$ cat src/rtl/spi_master_pkg.sv
`timescale 1ns/1ps
`default_nettype none
// ============================================================================
// Module      : spi_master_pkg
// Description : Shared types and constants for the SPI master: controller
//               state encoding, default timing parameters and counter widths.
// Revision    : 1.0 - initial release
// ============================================================================
package spi_master_pkg;

    typedef enum logic [2:0] {
        ST_IDLE  = 3'd0,
        ST_SETUP = 3'd1,
        ST_HIGH  = 3'd2,
        ST_LOW   = 3'd3,
        ST_HOLD  = 3'd4,
        ST_GAP   = 3'd5
    } state_t;

    localparam int unsigned c_HALF_PERIOD_DEFAULT = 3;
    localparam int unsigned c_CS_GAP_DEFAULT      = 50;

    // Timer must hold the largest load value (CS_GAP-1 up to 1022).
    localparam int unsigned c_CNT_W     = 10;
    localparam int unsigned c_BIT_CNT_W = 3;
    localparam int unsigned c_DATA_W    = 8;

endpackage
`default_nettype wire

$ cat src/rtl/spi_half_timer.sv
`timescale 1ns/1ps
`default_nettype none
// ============================================================================
// Module      : spi_half_timer
// Description : Loadable down-counter. Loading value N makes the owning state
//               last N+1 cycles; expired_o is high while the count is zero.
// Ports       : clk_i      - system clock
//               rst_n_i    - synchronous active-low reset (count -> 0)
//               load_i     - load load_val_i this cycle
//               load_val_i - value to load
//               count_o    - current count
//               expired_o  - count has reached zero
// Revision    : 1.0 - initial release
// ============================================================================
module spi_half_timer
    import spi_master_pkg::*;
(
    input  logic               clk_i,
    input  logic               rst_n_i,
    input  logic               load_i,
    input  logic [c_CNT_W-1:0] load_val_i,
    output logic [c_CNT_W-1:0] count_o,
    output logic               expired_o
);

    logic [c_CNT_W-1:0] count_q;
    logic [c_CNT_W-1:0] count_d;

    always_comb begin
        count_d = count_q;
        if (load_i) begin
            count_d = load_val_i;
        end else if (count_q != '0) begin
            count_d = count_q - c_CNT_W'(1);
        end
    end

    always_ff @(posedge clk_i) begin
        if (!rst_n_i) begin
            count_q <= '0;
        end else begin
            count_q <= count_d;
        end
    end

    assign count_o   = count_q;
    assign expired_o = (count_q == '0);

endmodule
`default_nettype wire

$ cat src/rtl/spi_master.sv
`timescale 1ns/1ps
`default_nettype none
// ============================================================================
// Module      : spi_master
// Description : Mode-0 SPI master, one byte per frame, MSB first. Each frame
//               is SETUP, 8 x HIGH with 7 x LOW between, then HOLD, all one
//               SCLK half-period long; frames are separated by a CS-high gap.
// Config      : SPI_MASTER_BURST_EN - when defined, a byte offered in the
//               last HOLD cycle is accepted and sent without raising CS.
// Ports       : clk_i, rst_n_i         - clock, synchronous active-low reset
//               tx_data_i/tx_valid_i   - byte to send / request
//               tx_ready_o             - request accepted this cycle if valid
//               rx_data_o/rx_valid_o   - received byte / one-cycle strobe
//               busy_o                 - controller not idle
//               sclk_o, cs_o, mosi_o   - SPI outputs (registered)
//               miso_i                 - SPI input, sampled on SCLK high
// Revision    : 1.0 - initial release
// ============================================================================
module spi_master
    import spi_master_pkg::*;
#(
    parameter int unsigned HALF_PERIOD = c_HALF_PERIOD_DEFAULT,
    parameter int unsigned CS_GAP      = c_CS_GAP_DEFAULT
) (
    input  logic                clk_i,
    input  logic                rst_n_i,
    input  logic [c_DATA_W-1:0] tx_data_i,
    input  logic                tx_valid_i,
    output logic                tx_ready_o,
    output logic [c_DATA_W-1:0] rx_data_o,
    output logic                rx_valid_o,
    output logic                busy_o,
    output logic                sclk_o,
    output logic                cs_o,
    output logic                mosi_o,
    input  logic                miso_i
);

    localparam logic [c_CNT_W-1:0]     c_HALF_LOAD = c_CNT_W'(HALF_PERIOD - 1);
    localparam logic [c_CNT_W-1:0]     c_GAP_LOAD  = c_CNT_W'(CS_GAP - 1);
    localparam logic [c_BIT_CNT_W-1:0] c_LAST_BIT  = c_BIT_CNT_W'(c_DATA_W - 1);

`ifdef SPI_MASTER_BURST_EN
    localparam logic c_BURST = 1'b1;
`else
    localparam logic c_BURST = 1'b0;
`endif

    state_t                 state_q, state_d;
    logic [c_DATA_W-1:0]    tx_shift_q, tx_shift_d;
    logic [c_DATA_W-1:0]    rx_shift_q, rx_shift_d;
    logic [c_DATA_W-1:0]    rx_data_q, rx_data_d;
    logic                   rx_valid_q, rx_valid_d;
    logic [c_BIT_CNT_W-1:0] bit_cnt_q, bit_cnt_d;
    logic                   cs_q, cs_d;
    logic                   sclk_q, sclk_d;
    logic                   mosi_q, mosi_d;

    logic                   w_tmr_load;
    logic [c_CNT_W-1:0]     w_tmr_val;
    logic [c_CNT_W-1:0]     w_tmr_count;
    logic                   w_expired;
    logic                   w_tx_ready;
    logic                   w_accept;
    logic                   w_in_frame;
    logic                   w_drive_data;

    spi_half_timer u_timer (
        .clk_i      (clk_i),
        .rst_n_i    (rst_n_i),
        .load_i     (w_tmr_load),
        .load_val_i (w_tmr_val),
        .count_o    (w_tmr_count),
        .expired_o  (w_expired)
    );

    // Ready is withheld during reset so a request overlapping reset is never
    // advertised as accepted.
    assign w_tx_ready = rst_n_i &&
                        ((state_q == ST_IDLE) ||
                         (c_BURST && (state_q == ST_HOLD) && w_expired));
    assign w_accept   = w_tx_ready && tx_valid_i;

    always_comb begin
        state_d    = state_q;
        tx_shift_d = tx_shift_q;
        rx_shift_d = rx_shift_q;
        rx_data_d  = rx_data_q;
        rx_valid_d = 1'b0;
        bit_cnt_d  = bit_cnt_q;
        w_tmr_load = 1'b0;
        w_tmr_val  = c_HALF_LOAD;

        case (state_q)
            ST_IDLE: begin
                if (w_accept) begin
                    tx_shift_d = tx_data_i;
                    bit_cnt_d  = '0;
                    w_tmr_load = 1'b1;
                    state_d    = ST_SETUP;
                end
            end
            ST_SETUP: begin
                if (w_expired) begin
                    w_tmr_load = 1'b1;
                    state_d    = ST_HIGH;
                end
            end
            ST_HIGH: begin
                // The timer still holds its load value only in the first
                // HIGH cycle, which is where miso is captured.
                if (w_tmr_count == c_HALF_LOAD) begin
                    rx_shift_d = {rx_shift_q[c_DATA_W-2:0], miso_i};
                end
                if (w_expired) begin
                    w_tmr_load = 1'b1;
                    if (bit_cnt_q == c_LAST_BIT) begin
                        state_d = ST_HOLD;
                    end else begin
                        bit_cnt_d  = bit_cnt_q + c_BIT_CNT_W'(1);
                        tx_shift_d = {tx_shift_q[c_DATA_W-2:0], 1'b0};
                        state_d    = ST_LOW;
                    end
                end
            end
            ST_LOW: begin
                if (w_expired) begin
                    w_tmr_load = 1'b1;
                    state_d    = ST_HIGH;
                end
            end
            ST_HOLD: begin
                if (w_expired) begin
                    rx_data_d  = rx_shift_q;
                    rx_valid_d = 1'b1;
                    w_tmr_load = 1'b1;
                    if (w_accept) begin
                        tx_shift_d = tx_data_i;
                        bit_cnt_d  = '0;
                        state_d    = ST_SETUP;
                    end else begin
                        w_tmr_val = c_GAP_LOAD;
                        state_d   = ST_GAP;
                    end
                end
            end
            ST_GAP: begin
                if (w_expired) begin
                    state_d = ST_IDLE;
                end
            end
            default: begin
                state_d = ST_IDLE;
            end
        endcase

        // Pin values are derived from the next state so they change on the
        // same edge as the state they belong to.
        w_in_frame   = (state_d == ST_SETUP) || (state_d == ST_HIGH) ||
                       (state_d == ST_LOW)   || (state_d == ST_HOLD);
        w_drive_data = (state_d == ST_SETUP) || (state_d == ST_HIGH) ||
                       (state_d == ST_LOW);
        cs_d         = !w_in_frame;
        sclk_d       = (state_d == ST_HIGH);
        mosi_d       = w_drive_data ? tx_shift_d[c_DATA_W-1] : 1'b0;
    end

    always_ff @(posedge clk_i) begin
        if (!rst_n_i) begin
            state_q    <= ST_IDLE;
            tx_shift_q <= '0;
            rx_shift_q <= '0;
            rx_data_q  <= '0;
            rx_valid_q <= 1'b0;
            bit_cnt_q  <= '0;
            cs_q       <= 1'b1;
            sclk_q     <= 1'b0;
            mosi_q     <= 1'b0;
        end else begin
            state_q    <= state_d;
            tx_shift_q <= tx_shift_d;
            rx_shift_q <= rx_shift_d;
            rx_data_q  <= rx_data_d;
            rx_valid_q <= rx_valid_d;
            bit_cnt_q  <= bit_cnt_d;
            cs_q       <= cs_d;
            sclk_q     <= sclk_d;
            mosi_q     <= mosi_d;
        end
    end

    assign tx_ready_o = w_tx_ready;
    assign rx_data_o  = rx_data_q;
    assign rx_valid_o = rx_valid_q;
    assign busy_o     = (state_q != ST_IDLE);
    assign sclk_o     = sclk_q;
    assign cs_o       = cs_q;
    assign mosi_o     = mosi_q;

endmodule
`default_nettype wire

$ cat config.mk
export PLATFORM = sky130hd
export DESIGN_NAME = spi_master
export DESIGN_NICKNAME = d
export VERILOG_FILES = /design/src/rtl/spi_master_pkg.sv /design/src/rtl/spi_half_timer.sv /design/src/rtl/spi_master.sv
export SDC_FILE = /design/constraint.sdc
export NUM_CORES = 1
export LEC_CHECK = 0
export BUFFER_PORTS_ARGS = -buffer_cell sky130_fd_sc_hd__buf_2
export CAP_MARGIN = 10
export CORE_MARGIN = 8
export CORE_UTILIZATION = 57
export CTS_CLUSTER_SIZE = 10
export DETAILED_ROUTE_END_ITERATION = 7
export PLACE_DENSITY = 0.79
export SLEW_MARGIN = 40
export SYNTH_ARGS = -nofsm -noshare
export SYNTH_HDL_FRONTEND = slang
export SYNTH_SLANG_ARGS = --single-unit
$ cat constraint.sdc
create_clock -name clk_i -period 2.5 [get_ports clk_i]
set_input_delay 0.125 -clock clk_i [delete_from_list [all_inputs] [get_ports clk_i]]
set_output_delay 0.125 -clock clk_i [all_outputs]
set_load 0.02 [all_outputs]
After elaboration in Yosys (flattened, before gate mapping)
Index checks and enable logic that the tools add are counted.
{"block": "totals", "reg_bits": 44, "in_bits": 12, "out_inout_bits": 14, "word_cells": 72}
{"block": "classes", "addsub": 2, "eq_ne": 14, "n_mux": 26, "n_reduce_logical": 19}
{"cell": "2-to-1 mux 3 bit", "count": 11}
{"cell": "2-to-1 mux 8 bit", "count": 4}
{"cell": "one-hot mux 8 bit (3 select lines)", "count": 1}
{"cell": "2-to-1 mux 10 bit", "count": 2}
{"cell": "2-to-1 mux 6 bit", "count": 3}
{"cell": "one-hot mux 3 bit (5 select lines)", "count": 1}
{"cell": "== test 3 x 2 -> 1 bit, second input constant", "count": 4}
{"cell": "== test 3 bit, second input constant", "count": 4}
{"cell": "== test 10 x 2 -> 1 bit, second input constant", "count": 1}
{"cell": "zero test 10 bit", "count": 1}
{"cell": "nonzero test 10 bit", "count": 1}
{"cell": "subtractor 10 x 1 -> 10 bit, second input constant", "count": 1}
{"cell": "one-hot mux 3 bit (3 select lines)", "count": 1}
{"cell": "AND reduction 2 bit", "count": 4}
{"cell": "== test 3 x 1 -> 1 bit, second input constant", "count": 2}
{"cell": "nonzero test 3 bit", "count": 2}
{"cell": "!= test 2 x 1 -> 1 bit, second input constant", "count": 2}
{"cell": "AND reduction 4 bit", "count": 1}
{"cell": "OR reduction 4 bit", "count": 1}
{"cell": "adder 3 x 1 -> 3 bit, second input constant", "count": 1}
{"cell": "zero test 3 bit", "count": 1}
{"cell": "logical OR 1 bit", "count": 3}
{"cell": "logical AND 1 bit", "count": 2}
{"cell": "2-to-1 mux 1 bit", "count": 2}
{"cell": "5 further kinds", "count": 5}

Logic depth before layout (Yosys ltp)
Gate-level depths: netlist of the first run.
{"block": "depth", "ltp_word": 11, "depth_mapped": 7, "ltp_nobuf": 6}

By module
From an unflattened synthesis of the first run, not the netlist that was laid out.
{"block": "hier_totals", "cells_unflattened": 218, "hier_area_um2": 2079.5}
{"module": "spi_master", "n_inst": 1, "cells_each": 153, "area_per_inst_um2": 1506.4, "seq_area_each_um2": 680.7}
{"module": "spi_half_timer", "n_inst": 1, "cells_each": 65, "area_per_inst_um2": 573.0, "seq_area_each_um2": 200.2}

Worst setup path after synthesis of the first run
OpenSTA, ideal clock, no wires.
{"block": "synth_timing", "path_kind": "reg2reg", "startpoint": "reg u_timer.count_q[0], in the netlist u_timer.count_o[0]", "endpoint": "reg mosi_q, in the netlist mosi_o", "setup_ps": 103, "arrival_time_ps": 1768, "required_time_ps": 2397, "path_slack_ps": 629, "path_stages_with_launch": 8, "path_buffers": 1, "path_cell_list": "dfxtp_1 > inv_1 > ha_1 > nor3b_2 > and4_1 > buf_2 > a22oi_1 > a2111oi_2"}
{"block": "synth_between", "elab_chain_cells": 7, "word_cells_on_any_way": 15, "cone_classes": "3 x eq/ne; 8 x mux; 4 x reduce/logical"}
{"item": "start, declared", "line_no": "spi_half_timer.sv:26", "text": "logic [c_CNT_W-1:0] count_q;"}
{"item": "start signal, assigned", "line_no": "spi_half_timer.sv:42", "text": "count_q <= count_d;"}
{"item": "zero test 10 bit (*)", "line_no": "spi_half_timer.sv:47", "text": "assign expired_o = (count_q == '0);"}
{"item": "2-to-1 mux 3 bit (on tied branches)"}
{"item": "one-hot mux 3 bit (5 select lines)", "line_no": "spi_master.sv:94", "text": "case (state_q)"}
{"item": "== test 3 x 1 -> 1 bit or == test 3 x 2 -> 1 bit (tied branches)", "line_no": "spi_master.sv:161", "text": "w_drive_data = (state_d == ST_SETUP) || (state_d == ST_HIGH) ||"}
{"item": "logical OR 1 bit (2 in series)", "line_no": "spi_master.sv:161"}
{"item": "AND reduction 2 bit (no line)"}
{"item": "end signal, assigned", "line_no": "spi_master.sv:188", "text": "mosi_q <= mosi_d;"}
{"item": "end, declared", "line_no": "spi_master.sv:57", "text": "logic mosi_q, mosi_d;"}
Every way passes the cells marked *; elsewhere a longest branch is shown, timed or not. The select of a mux whose other input is x is not followed.
A chain may end at the register's enable or synchronous reset.

Worst setup path after layout of the first run
{"block": "layout_timing", "startpoint": "reg bit_cnt_q[0]", "endpoint": "reg mosi_q, in the netlist mosi_o"}
{"block": "layout_between", "elab_chain_cells": 8, "word_cells_on_any_way": 13, "cone_classes": "4 x eq/ne; 6 x mux; 3 x reduce/logical"}
{"item": "start, declared", "line_no": "spi_master.sv:54", "text": "logic [c_BIT_CNT_W-1:0] bit_cnt_q, bit_cnt_d;"}
{"item": "start signal, assigned", "line_no": "spi_master.sv:185", "text": "bit_cnt_q <= bit_cnt_d;"}
{"item": "== test 3 bit (*)", "line_no": "spi_master.sv:117", "text": "if (bit_cnt_q == c_LAST_BIT) begin"}
{"item": "2-to-1 mux 3 bit", "line_no": "spi_master.sv:117"}
{"item": "2-to-1 mux 3 bit", "line_no": "spi_master.sv:115", "text": "if (w_expired) begin"}
{"item": "one-hot mux 3 bit (5 select lines)", "line_no": "spi_master.sv:94"}
{"item": "== test 3 x 1 -> 1 bit or == test 3 x 2 -> 1 bit (tied branches)", "line_no": "spi_master.sv:161"}
{"item": "logical OR 1 bit (2 in series)", "line_no": "spi_master.sv:161"}
{"item": "AND reduction 2 bit (no line)"}
Marks and branches as above.

==> impl_metrics.sql, run 1 <==
INSERT INTO impl_metrics (metric_group, metric, value, unit) VALUES
('synth', 'synth_area', '2102', 'um^2'),
('grt', 'grt_antenna_before_repair', '0', ''),
('cts', 'numCtsBuffers', '5', ''),
('synth', 'postSynthNetCount', '246', ''),
('power', 'power.density', '998.2', 'nW/um^2'),
('timing', 'slew_headroom', '0.6207', ''),
('die', 'die_y', '76.73', 'um'),
('final_layout', 'area_growth_syn_to_layout', '13.75', '%'),
('critical_path', 'startpoint_type', 'register', ''),
('detailed_routing', 'drt_iter0_markers', '125', ''),
('timing', 'timing_max_transition_violations_final', '0', ''),
('critical_path', 'path_buf_inv', '0', ''),
('power', 'power.ir.vdd_worst', '532.0', 'uV'),
('outcome', 'run_status', 'finished clean', ''),
('die', 'boundaryPins', '26', ''),
('synth', 'synthTopCellsByCount', '44 x dfxtp_1, 29 x nand2_1, 20 x nor2_1', ''),
('synth', 'synth_cell_types', '51', ''),
('place', 'place_congestion', '0.8822', ''),
('timing', 'unrepaired_setup_endpoints_after_global_routing', 'no', ''),
('power', 'leakage', '0.9670', 'nW'),
('synth', 'seq_area_frac_synth', '0.4190', ''),
('synth', 'avgSynthCellArea', '9.139', 'um^2'),
('die', 'die_x', '76.73', 'um'),
('timing', 'final-setup-viol-count', '0', ''),
('place', 'numPortBuffers', '25', ''),
('cts', 'deepest_clock_path_buffer_count', '2', ''),
('synth', 'post_synth_edffs', '0', ''),
('critical_path', 'critical_path_arrival', '2.29', 'ns'),
('synth', 'synthesis.instances', '230', ''),
('grt', 'grt.total_usage', '0.1655', ''),
('place', 'post-dp-hpwl', '3282', 'um'),
('critical_path', 'path_common_cell', 'ha_1', ''),
('critical_path', 'worstSetupPathType', 'reg2reg', ''),
('detailed_routing', 'detail_route.drc_violations', '0', ''),
('final_layout', 'fin_nets', '273', ''),
('detailed_routing', 'route.antenna.remaining_nets', '0', ''),
('detailed_routing', 'initial_drt_pass_iterations', '4', ''),
('synth', 'synth_area_leaders', 'dfxtp_1 42%, mux2i_1 8.6%, nand2_1 5.2%, a21oi_1 3.8%, nor2_1 3.6%', ''),
('grt', 'grt_start_max_net_pins', '29', ''),
('synth', 'yosys.area.top_type', 'dfxtp_1', ''),
('synth', 'postSynthRegisterBits', '44', ''),
('cts', 'post_cts.repair.setup_buffers', '0', ''),
('synth', 'synth_largest_type_area_fraction', '0.4190', ''),
('worst_hold_path', 'hold_path_class', 'in2reg', ''),
('detailed_routing', 'route.vias.total', '1771', ''),
('grt', 'sum_of_overflow_across_all_layers_after_global_routing', '0', ''),
('cts', 'tritoncts', 'yes', ''),
('synth', 'synth_top_flop_cell', 'dfxtp_1', ''),
('detailed_routing', 'routed_wl', '4690', 'um'),
('place', 'placed_area', '2283', 'um^2'),
('critical_path', 'critPathMaxStageDelay', '0.44', 'ns'),
('cts', 'worstSkewPairLatency', '0.30', 'ns'),
('cts', 'cts_repair_resize_count', '0', ''),
('timing', 'maxClockFrequency', '478.2', 'MHz'),
('timing', 'final.min_clock_period', '2.091', 'ns'),
('final_layout', 'n_antenna_cell', '0', ''),
('cts', 'cts.htree.levels', '2', ''),
('die', 'initial_utilization', '0.5829', ''),
('die', 'floorplan.die_area', '5887', 'um^2'),
('detailed_routing', 'wl_per_cell', '15.33', 'um'),
('timing', 'timing.clock.skew', '0.007301', 'ns'),
('timing', 'period_share', '0.8364', ''),
('cts', 'ctsRootBufferMaster', 'clkbuf_8', ''),
('cts', 'hold_buffers', '0', ''),
('timing', 'fin_setup_tns', '0', 'ns'),
('final_layout', 'finish.instance_area', '2391', 'um^2'),
('die', 'core_area', '3606', 'um^2'),
('synth', 'async_reset_ff_frac', '0', ''),
('synth', 'yosys_warnings', '0', ''),
('critical_path', 'critPathCaptureType', 'register', ''),
('cts', 'numClockSinks', '44', '');
-- final timing paths --
kind / from / end / slack (ns) / depth (start not counted)
max: bit_cnt_q[0] / mosi_o / 0.41 / 6
min reg2reg: rx_data_o[7] / rx_data_o[7] / 0.46 / 2
min: miso_i / rx_shift_q[0] / 0.06 / 3
max reg2reg: bit_cnt_q[0] / mosi_o / 0.41 / 6
-- registers in the layout (all words and copies together), names as in the netlist --
register / count
u_timer.count_o: 10
rx_data_o: 8
rx_shift_q: 8
tx_shift_q: 8
bit_cnt_q: 3
state_q: 3
cs_o: 1
mosi_o: 1
rx_valid_o: 1
sclk_o: 1
-- per-stage QoR --
step	worst slack [ns]	util	hold WS [ns]	cells	total power, mW
2_1_floorplan	0.6286	-	0.2689	230	1.636
3_3_place_gp	0.5491	0.6332	0.3595	298	1.838
3_5_place_dp	0.4774	0.6332	0.3740	298	1.846
4_1_cts	0.4313	0.6631	0.04921	306	2.388
5_1_grt	0.1476	0.6631	0.06101	306	2.527
6_report	0.4090	0.6631	0.05726	306	2.387
-- worst register-to-register path, delay by kind of cell, from the launching register on --
family / cells / cell delay, ns
and+or+nand+nor: 2 / 0.76
adders and majority gates: 2 / 0.41
AOI/OAI and AO/OA: 2 / 0.49
DFF: 1 / 0.33
-- logic make-up after synthesis --
group | synth area share
AOI/OAI and AO/OA | 0.1643
adders and majority gates | 0.02381
and+or+nand+nor | 0.2655
muxes | 0.08571
DFF | 0.4190
buffers and inverters | 0.03750
xor gates and xnor gates | 0.004167
-- metal layers --
metal	GRT usage	wire [um]
met1	0.2017	2232
met4	0.05962	73
met3	0.04779	223
met2	0.2693	2162
met5	0	0
-- layout make-up --
cell class / count / area (um^2)
clock buffers: 6 / 72.57
clock inverters: 2 / 35.03
fillers: 304 / 1215
inverters: 6 / 22.52
multi-input cells: 168 / 1142
flip-flops and latches: 44 / 880.8
well taps: 48 / 60.06
repair buffers: 32 / 177.7
-- report_power, final --
group          internal [mW]  switching (mW)
clock network          0.296           0.237
logic                  0.402           0.560
registers              0.781           0.110
total                   1.48           0.907
-- cell usage in the layout (no fill, tap or decap), types with 2 or more instances in the layout --
master and instances:
or3_1 2, buf_4 7, ha_1 4, and2_1 2, and4_1 2, nor3_1 6, nand3_1 11, mux2i_1 18
buf_2 25, a21oi_1 16, inv_1 6, nor3b_1 2, a22oi_1 8, nor3_4 2, nand2_1 29, nor2_1 20
or4_1 3, nand2b_1 2, o2111a_1 2, or2_2 3, clkbuf_8 5, nand4_1 3, dfxtp_1 44, o21ai_0 5
a211oi_1 3
Power figures use the tool's default switching activity.
==> run 2, diff against run 1 <==
--- a/config.mk
+++ b/config.mk
@@ -5,13 +5,14 @@
 export SDC_FILE = /design/constraint.sdc
 export NUM_CORES = 1
 export LEC_CHECK = 0
+export ABC_AREA = 1
 export BUFFER_PORTS_ARGS = -buffer_cell sky130_fd_sc_hd__buf_2
 export CAP_MARGIN = 10
 export CORE_MARGIN = 8
-export CORE_UTILIZATION = 57
+export CORE_UTILIZATION = 56
 export CTS_CLUSTER_SIZE = 10
 export DETAILED_ROUTE_END_ITERATION = 7
-export PLACE_DENSITY = 0.79
+export PLACE_DENSITY = 0.78
 export SLEW_MARGIN = 40
 export SYNTH_ARGS = -nofsm -noshare
 export SYNTH_HDL_FRONTEND = slang
==> constraint.sdc (replaced) <==
create_clock -name clk_i -period 1.99 [get_ports clk_i]
set_input_delay 0.0995 -clock clk_i [delete_from_list [all_inputs] [get_ports clk_i]]
set_output_delay 0.0995 -clock clk_i [all_outputs]
set_load 0.02 [all_outputs]
==> run 2 against run 1 <==
Worst setup slack worse by 0.24 ns. Synthesized cell count increased by 11%. Sequential power up 22%. Critical endpoint is now cs_o.
==> impl_metrics.sql, run 2 <==
INSERT INTO impl_metrics (metric_group, metric, value, unit) VALUES
('critical_path', 'path_buf_inv', '1', ''),
('final_layout', 'flip_flop_count_of_the_largest_register_after_layout', '10', ''),
('critical_path', 'critical_path_cell_count', '11', ''),
('cts', 'clk_pin_slew', '0.13', 'ns'),
('grt', 'grt.total_usage', '0.1515', ''),
('cts', 'post_cts.repair.setup_buffers', '0', ''),
('critical_path', 'path_common_cell', 'nand2_1', ''),
('critical_path', 'worst-r2r-setup-slack', '0.17', 'ns'),
('die', 'num_rows', '22', ''),
('power', 'leakage', '1.009', 'nW'),
('synth', 'synth_top_flop_cell', 'dfxtp_1', ''),
('final_layout', 'util_after_layout', '0.6486', ''),
('synth', 'synthMostInstantiatedCell', 'dfxtp_1', ''),
('timing', 'finalHoldViolations', '0', ''),
('final_layout', 'final-instance-count-excl-fill', '335', ''),
('synth', 'postSynthNetCount', '271', ''),
('power', 'final_total_pwr', '2.895', 'mW'),
('cts', 'numClockSinks', '44', ''),
('die', 'boundaryPins', '26', ''),
('cts', 'hold_buffers', '0', ''),
('critical_path', 'worstPathCellList', 'inv_1 > ha_1 > nand2_4 > nor2_8 > nand2_2 > nand2_1 > nand3_1 > nor2_1 > nand3_1 > nand2_1 > nand2_1', ''),
('detailed_routing', 'avgViaCountPerCell', '5.263', ''),
('cts', 'ctsRootBufferMaster', 'clkbuf_4', ''),
('detailed_routing', 'wl_per_cell', '12.95', 'um'),
('place', 'placed_cells', '327', ''),
('detailed_routing', 'routed.top_layer', 'met4', ''),
('detailed_routing', 'initial_drt_pass_iterations', '4', ''),
('final_layout', 'fin_nets', '302', ''),
('detailed_routing', 'routed_wl', '4339', 'um'),
('synth', 'synth_largest_type_area_fraction', '0.4338', ''),
('final_layout', 'finish.instance_area', '2321', 'um^2'),
('place', 'numPortBuffers', '25', ''),
('cts', 'cts.htree.levels', '2', ''),
('critical_path', 'worstSetupPathType', 'reg2reg', ''),
('synth', 'synthTopCellsByCount', '44 x dfxtp_1, 42 x nand2_1, 30 x a21oi_1', ''),
('detailed_routing', 'route.vias.total', '1763', ''),
('timing', 'slew_headroom', '0.7779', ''),
('place', 'post-dp-hpwl', '3093', 'um'),
('grt', 'grt_start_max_net_pins', '26', ''),
('outcome', 'run_status', 'finished clean', ''),
('synth', 'seq_area_frac_synth', '0.4338', ''),
('run', 'drv.max_cap_violation_count', '0', ''),
('detailed_routing', 'drt_iter0_markers', '92', ''),
('die', 'floorplan.die_area', '5809', 'um^2'),
('grt', 'sum_of_overflow_across_all_layers_after_global_routing', '0', ''),
('timing', 'maxClockFrequency', '548.6', 'MHz'),
('cts', 'tritoncts', 'yes', ''),
('detailed_routing', 'route.met3.wl', '187', 'um'),
('detailed_routing', 'drt-met1-wl', '2033', 'um'),
('die', 'core_area', '3578', 'um^2'),
('timing', 'final-setup-viol-count', '0', ''),
('die', 'initial_utilization', '0.5675', ''),
('die', 'die_x', '76.22', 'um'),
('synth', 'synth_cell_types', '29', ''),
('die', 'die_y', '76.22', 'um'),
('timing', 'finalHoldWorstSlack', '0.02043', 'ns'),
('synth', 'yosys_warnings', '0', ''),
('final_layout', 'layout.cells.most_common', 'dfxtp_1', ''),
('timing', 'fin_setup_tns', '0', 'ns'),
('grt', 'first_global_vias', '1679', ''),
('cts', 'numCtsBuffers', '5', ''),
('timing', 'tightestPinTransition', '0.3321', 'ns'),
('timing', 'unrepaired_setup_endpoints_after_global_routing', 'no', ''),
('timing', 'timing_max_transition_violations_final', '0', ''),
('synth', 'post_synth_edffs', '0', ''),
('synth', 'async_reset_ff_frac', '0', ''),
('timing', 'timing.clock.skew', '0.007788', 'ns'),
('final_layout', 'area_growth_syn_to_layout', '14.29', '%'),
('critical_path', 'critPathMaxStageDelay', '0.33', 'ns'),
('worst_hold_path', 'hold_path_class', 'in2reg', ''),
('synth', 'synth_area_leaders', 'dfxtp_1 43%, nand2_1 7.8%, a21oi_1 7.4%, nand3_1 5.2%, inv_1 4.3%', ''),
('detailed_routing', 'detail_route.drc_violations', '0', ''),
('final_layout', 'drive_gt1_frac', '0.2265', ''),
('power', 'power.ir.vdd_worst', '715.3', 'uV'),
('synth', 'postSynthRegisterBits', '44', ''),
('cts', 'worstSkewPairLatency', '0.36', 'ns'),
('critical_path', 'cpMaxStageDelayCell', 'dfxtp_1', ''),
('synth', 'synth_area', '2031', 'um^2'),
('detailed_routing', 'route.antenna.remaining_nets', '0', ''),
('critical_path', 'worst_path_dominant_cell_family', 'simple AND/OR/NAND/NOR gates', ''),
('critical_path', 'critPathCaptureType', 'register', ''),
('timing', 'layout_setup_ws', '0.1671', 'ns'),
('synth', 'avgSynthCellArea', '7.964', 'um^2'),
('cts', 'deepest_clock_path_buffer_count', '2', ''),
('critical_path', 'critical_path_arrival', '2.09', 'ns'),
('final_layout', 'final_cell_mix', '44 x dfxtp_1, 42 x nand2_1, 30 x a21oi_1, 25 x buf_2, 23 x inv_1', ''),
('critical_path', 'startpoint_type', 'register', ''),
('critical_path', 'crit_reg_reg_endpoint', 'cs_o', ''),
('timing', 'period_share', '0.9160', ''),
('critical_path', 'endpoint_of_the_worst_setup_timing_path', 'cs_o', ''),
('final_layout', 'n_antenna_cell', '0', ''),
('cts', 'cts_repair_resize_count', '0', ''),
('critical_path', 'worst-path-max-fanout', '8', ''),
('grt', 'grt_pass1_wl', '7417', 'um'),
('critical_path', 'rr_startpoint', 'u_timer.count_o[0]', ''),
('place', 'pre_cts_slack', '0.2213', 'ns'),
('grt', 'grt_antenna_before_repair', '0', ''),
('synth', 'yosys.area.top_type', 'dfxtp_1', ''),
('power', 'power.density', '1247', 'nW/um^2'),
('place', 'place_congestion', '0.8203', ''),
('detailed_routing', 'detailroute.wirelength.met2', '2040', 'um'),
('synth', 'synthesis.instances', '255', ''),
('critical_path', 'worst-r2r-cell-count', '11', ''),
('critical_path', 'critPathRequiredTime', '2.25', 'ns'),
('critical_path', 'worst_setup_path_startpoint', 'u_timer.count_o[0]', ''),
('place', 'placed_area', '2231', 'um^2'),
('timing', 'final.min_clock_period', '1.823', 'ns');
run 2: routing by layer:
layer | track usage | vias to the layer above
li1 | - | 914
met3 | 0.03184 | 8
met5 | 0 | -
met1 | 0.1815 | 799
met2 | 0.2511 | 42
met4 | 0.07308 | 0
run 2: cell families (layout without fill, tap and decap cells):
family | count (synthesis) | after routing | share of synthesized area
xor gates and xnor gates | 6 | 6 | 0.02588
DFF | 44 | 44 | 0.4338
adders and majority gates | 4 | 4 | 0.02465
AOI/OAI and AO/OA | 50 | 50 | 0.1380
buffers and inverters | 35 | 67 | 0.06900
and+or+nand+nor | 116 | 116 | 0.3087
run 2: report_power, final:
| part | internal (mW) | switching, mW |
|---|---|---|
| combinational | 0.430 | 0.786 |
| clock | 0.301 | 0.290 |
| sequential | 0.988 | 0.0994 |
| total | 1.72 | 1.18 |
run 2: cell type report:
class                           instances  area (um^2)
Fill cell                             335         1257
Multi-Input combinational cell        176         1010
Sequential cell                        44        880.8
Timing Repair Buffer                   31        170.2
Inverter                               28        110.1
Tap cell                               48        60.06
Clock buffer                            6        51.30
Clock inverter                          2        38.79
run 2: worst min-delay path by stage:
stage / from / to / cells past startpoint
after CTS: miso_i / rx_shift_q[0] / 3
after global placement: miso_i / rx_shift_q[0] / 3
final: tx_data_i[3] / tx_shift_q[3] / 3
after detailed placement: miso_i / rx_shift_q[0] / 3
after global routing: tx_data_i[4] / tx_shift_q[4] / 3
after floorplan: rst_n_i / rx_shift_q[0] / 2
run 2: worst register-to-register path: stages, from the launching register on:
cell and delay, ns:
dfxtp_1 0.33, inv_1 0.14, ha_1 0.26, nand2_4 0.11, nor2_8 0.18, nand2_2 0.13
nand2_1 0.08, nand3_1 0.09, nor2_1 0.18, nand3_1 0.10, nand2_1 0.08, nand2_1 0.05
==> run 3, diff against run 2 <==
--- a/config.mk
+++ b/config.mk
@@ -13,6 +13,7 @@
 export CTS_CLUSTER_SIZE = 10
 export DETAILED_ROUTE_END_ITERATION = 7
 export PLACE_DENSITY = 0.78
+export SETUP_SLACK_MARGIN = 0.5
 export SLEW_MARGIN = 40
 export SYNTH_ARGS = -nofsm -noshare
 export SYNTH_HDL_FRONTEND = slang
==> run 3 against run 2 <==
Fmax up 15%. Sequential share of layout area down 4.8 points. Worst setup slack better by 0.24 ns. Total power up 26%. Sequential cell count unchanged. Via count up 15%. Clock skew down 0.0040 ns.
==> impl_metrics.sql, run 3 (synthesized netlist as in run 2, its figures left out) <==
INSERT INTO impl_metrics (metric_group, metric, value, unit) VALUES
('die', 'boundaryPins', '26', ''),
('worst_hold_path', 'worst_hold_launch', 'miso_i', ''),
('die', 'floorplan.die_area', '5809', 'um^2'),
('timing', 'slew_headroom', '0.7347', ''),
('critical_path', 'startpoint_type', 'register', ''),
('critical_path', 'worstPathCellList', 'nor2_4 > nand2_4 > buf_4 > nor3_4 > o21ai_2 > nand2_2 > inv_2 > nand2_1 > nand2_1 > a21oi_2', ''),
('detailed_routing', 'drt_iter0_markers', '210', ''),
('place', 'place_congestion', '0.8450', ''),
('detailed_routing', 'route.vias.total', '2028', ''),
('timing', 'tightestPinTransition', '0.3943', 'ns'),
('power', 'leakage', '1.192', 'nW'),
('detailed_routing', 'avgViaCountPerCell', '5.602', ''),
('critical_path', 'path_buf_inv', '2', ''),
('critical_path', 'critPathMaxStageDelay', '0.36', 'ns'),
('power', 'power.density', '1342', 'nW/um^2'),
('die', 'die_x', '76.22', 'um'),
('die', 'die_y', '76.22', 'um'),
('timing', 'timing_max_transition_violations_final', '0', ''),
('critical_path', 'worst-r2r-setup-slack', '0.40', 'ns'),
('critical_path', 'path_common_cell', 'nand2_1', ''),
('die', 'initial_utilization', '0.5675', ''),
('detailed_routing', 'routed_wl', '5639', 'um'),
('detailed_routing', 'detail_route.drc_violations', '0', ''),
('timing', 'period_share', '0.7977', ''),
('critical_path', 'crit_reg_reg_endpoint', 'u_timer.count_o[4]', ''),
('final_layout', 'final_cell_mix', '35 x nand2_1, 35 x dfxtp_1, 30 x a21oi_1, 29 x buf_4, 25 x buf_2', ''),
('timing', 'finalHoldViolations', '0', ''),
('worst_hold_path', 'hold_depth', '3', ''),
('cts', 'numCtsBuffers', '5', ''),
('power', 'final_total_pwr', '3.646', 'mW'),
('critical_path', 'critPathCaptureType', 'register', ''),
('critical_path', 'worst-r2r-cell-count', '10', ''),
('critical_path', 'worst_path_dominant_cell_family', 'simple AND/OR/NAND/NOR gates', ''),
('grt', 'grt_antenna_before_repair', '0', ''),
('final_layout', 'fin_nets', '330', ''),
('cts', 'ctsRootBufferMaster', 'clkbuf_4', ''),
('outcome', 'run_status', 'finished clean', ''),
('critical_path', 'critical_path_arrival', '1.88', 'ns'),
('grt', 'grt_pass1_wl', '8424', 'um'),
('critical_path', 'worstSetupPathType', 'reg2reg', ''),
('cts', 'worstSkewPairLatency', '0.35', 'ns'),
('grt', 'sum_of_overflow_across_all_layers_after_global_routing', '0', ''),
('grt', 'first_global_vias', '1820', ''),
('timing', 'unrepaired_setup_endpoints_after_global_routing', 'yes', ''),
('die', 'core_area', '3578', 'um^2'),
('final_layout', 'area_growth_syn_to_layout', '33.83', '%'),
('cts', 'deepest_clock_path_buffer_count', '2', ''),
('final_layout', 'fillers', '251', ''),
('worst_hold_path', 'hold_path_class', 'in2reg', ''),
('critical_path', 'worst-path-max-fanout', '4', ''),
('detailed_routing', 'initial_drt_pass_iterations', '4', ''),
('final_layout', 'n_antenna_cell', '0', ''),
('timing', 'maxClockFrequency', '630.0', 'MHz'),
('cts', 'numClockSinks', '44', ''),
('detailed_routing', 'wl_per_cell', '15.58', 'um'),
('critical_path', 'critPathRequiredTime', '2.28', 'ns'),
('run', 'drv.max_cap_violation_count', '0', ''),
('timing', 'fin_setup_tns', '0', 'ns'),
('die', 'num_rows', '22', ''),
('place', 'post-dp-hpwl', '3182', 'um'),
('critical_path', 'rr_startpoint', 'u_timer.count_o[6]', ''),
('critical_path', 'cpMaxStageDelayCell', 'dfxtp_2', ''),
('timing', 'final-setup-viol-count', '0', ''),
('timing', 'final.min_clock_period', '1.587', 'ns'),
('cts', 'hold_buffers', '0', ''),
('grt', 'grt.total_usage', '0.1741', ''),
('cts', 'tritoncts', 'yes', ''),
('place', 'numPortBuffers', '25', ''),
('cts', 'cts.htree.levels', '2', ''),
('power', 'power.ir.vdd_worst', '621.3', 'uV'),
('grt', 'grt_start_max_net_pins', '26', ''),
('final_layout', 'flip_flop_count_of_the_largest_register_after_layout', '10', ''),
('final_layout', 'drive_gt1_frac', '0.4013', ''),
('worst_hold_path', 'worst_hold_path.endpoint', 'rx_shift_q[0]', ''),
('timing', 'timing.clock.skew', '0.003750', 'ns'),
('detailed_routing', 'route.antenna.remaining_nets', '0', ''),
('cts', 'clk_pin_slew', '0.12', 'ns');
==> run 3: per-stage QoR <==
stage	std cells	hold WS [ns]	area, um^2	utilization	setup WS (ns)
floorplan	255	0.2379	2058	-	0.5005
global placement	327	0.3840	2258	0.6311	0.4284
detailed placement	327	0.3901	2258	0.6311	0.3700
CTS	348	0.009066	2522	0.7049	0.4913
global route	362	0.04267	2718	0.7594	0.3576
finish	362	0.02331	2718	0.7594	0.4027
==> run 3: tightest hold or removal path, stage by stage <==
cell and delay, ns:
buf_2 0.07, o21ai_0 0.07, a21oi_1 0.10
==> run 3: report_power, final <==
part	switching, mW	internal [mW]
clock network	0.275	0.384
logic	1.07	0.798
registers	0.115	1.00
==> run 3: worst max path at each step <==
| stage | startpoint | endpoint | slack [ns] | cells after the start |
|---|---|---|---|---|
| global placement | u_timer.count_o[1] | cs_o | 0.43 | 11 |
| finish | u_timer.count_o[6] | u_timer.count_o[4] | 0.40 | 10 |
| floorplan | state_q[0] | mosi_o | 0.50 | 10 |
| CTS | u_timer.count_o[0] | mosi_o | 0.49 | 11 |
| detailed placement | u_timer.count_o[1] | cs_o | 0.37 | 11 |
| global route | u_timer.count_o[1] | mosi_o | 0.36 | 10 |
==> run 3: timing repair <==
action	in CTS	in global routing
gates resized for setup	17	29
pin swaps	12	19
setup endpoints to repair	37	41
gates cloned	2	0
buffers inserted	12	14
==> run 3: final cells by class <==
cell class | count | area [um^2] | share of cell area
Tap cell | 48 | 60.06 | 0.02210
Timing Repair Buffer | 57 | 385.4 | 0.1418
Sequential cell | 44 | 899.6 | 0.3310
Multi-Input combinational cell | 178 | 1160 | 0.4268
Inverter | 28 | 115.1 | 0.04236
Clock inverter | 2 | 60.06 | 0.02210
Clock buffer | 5 | 37.54 | 0.01381
==> run 3: routing by layer <==
layer	routed length (um)	vias up	share of wire	track usage
met2	2829	70	0.50	0.2734
met5	0	-	0	0
met1	2370	974	0.42	0.2074
met3	281	14	0.050	0.04481
met4	158	0	0.028	0.1077
li1	-	970	-	-
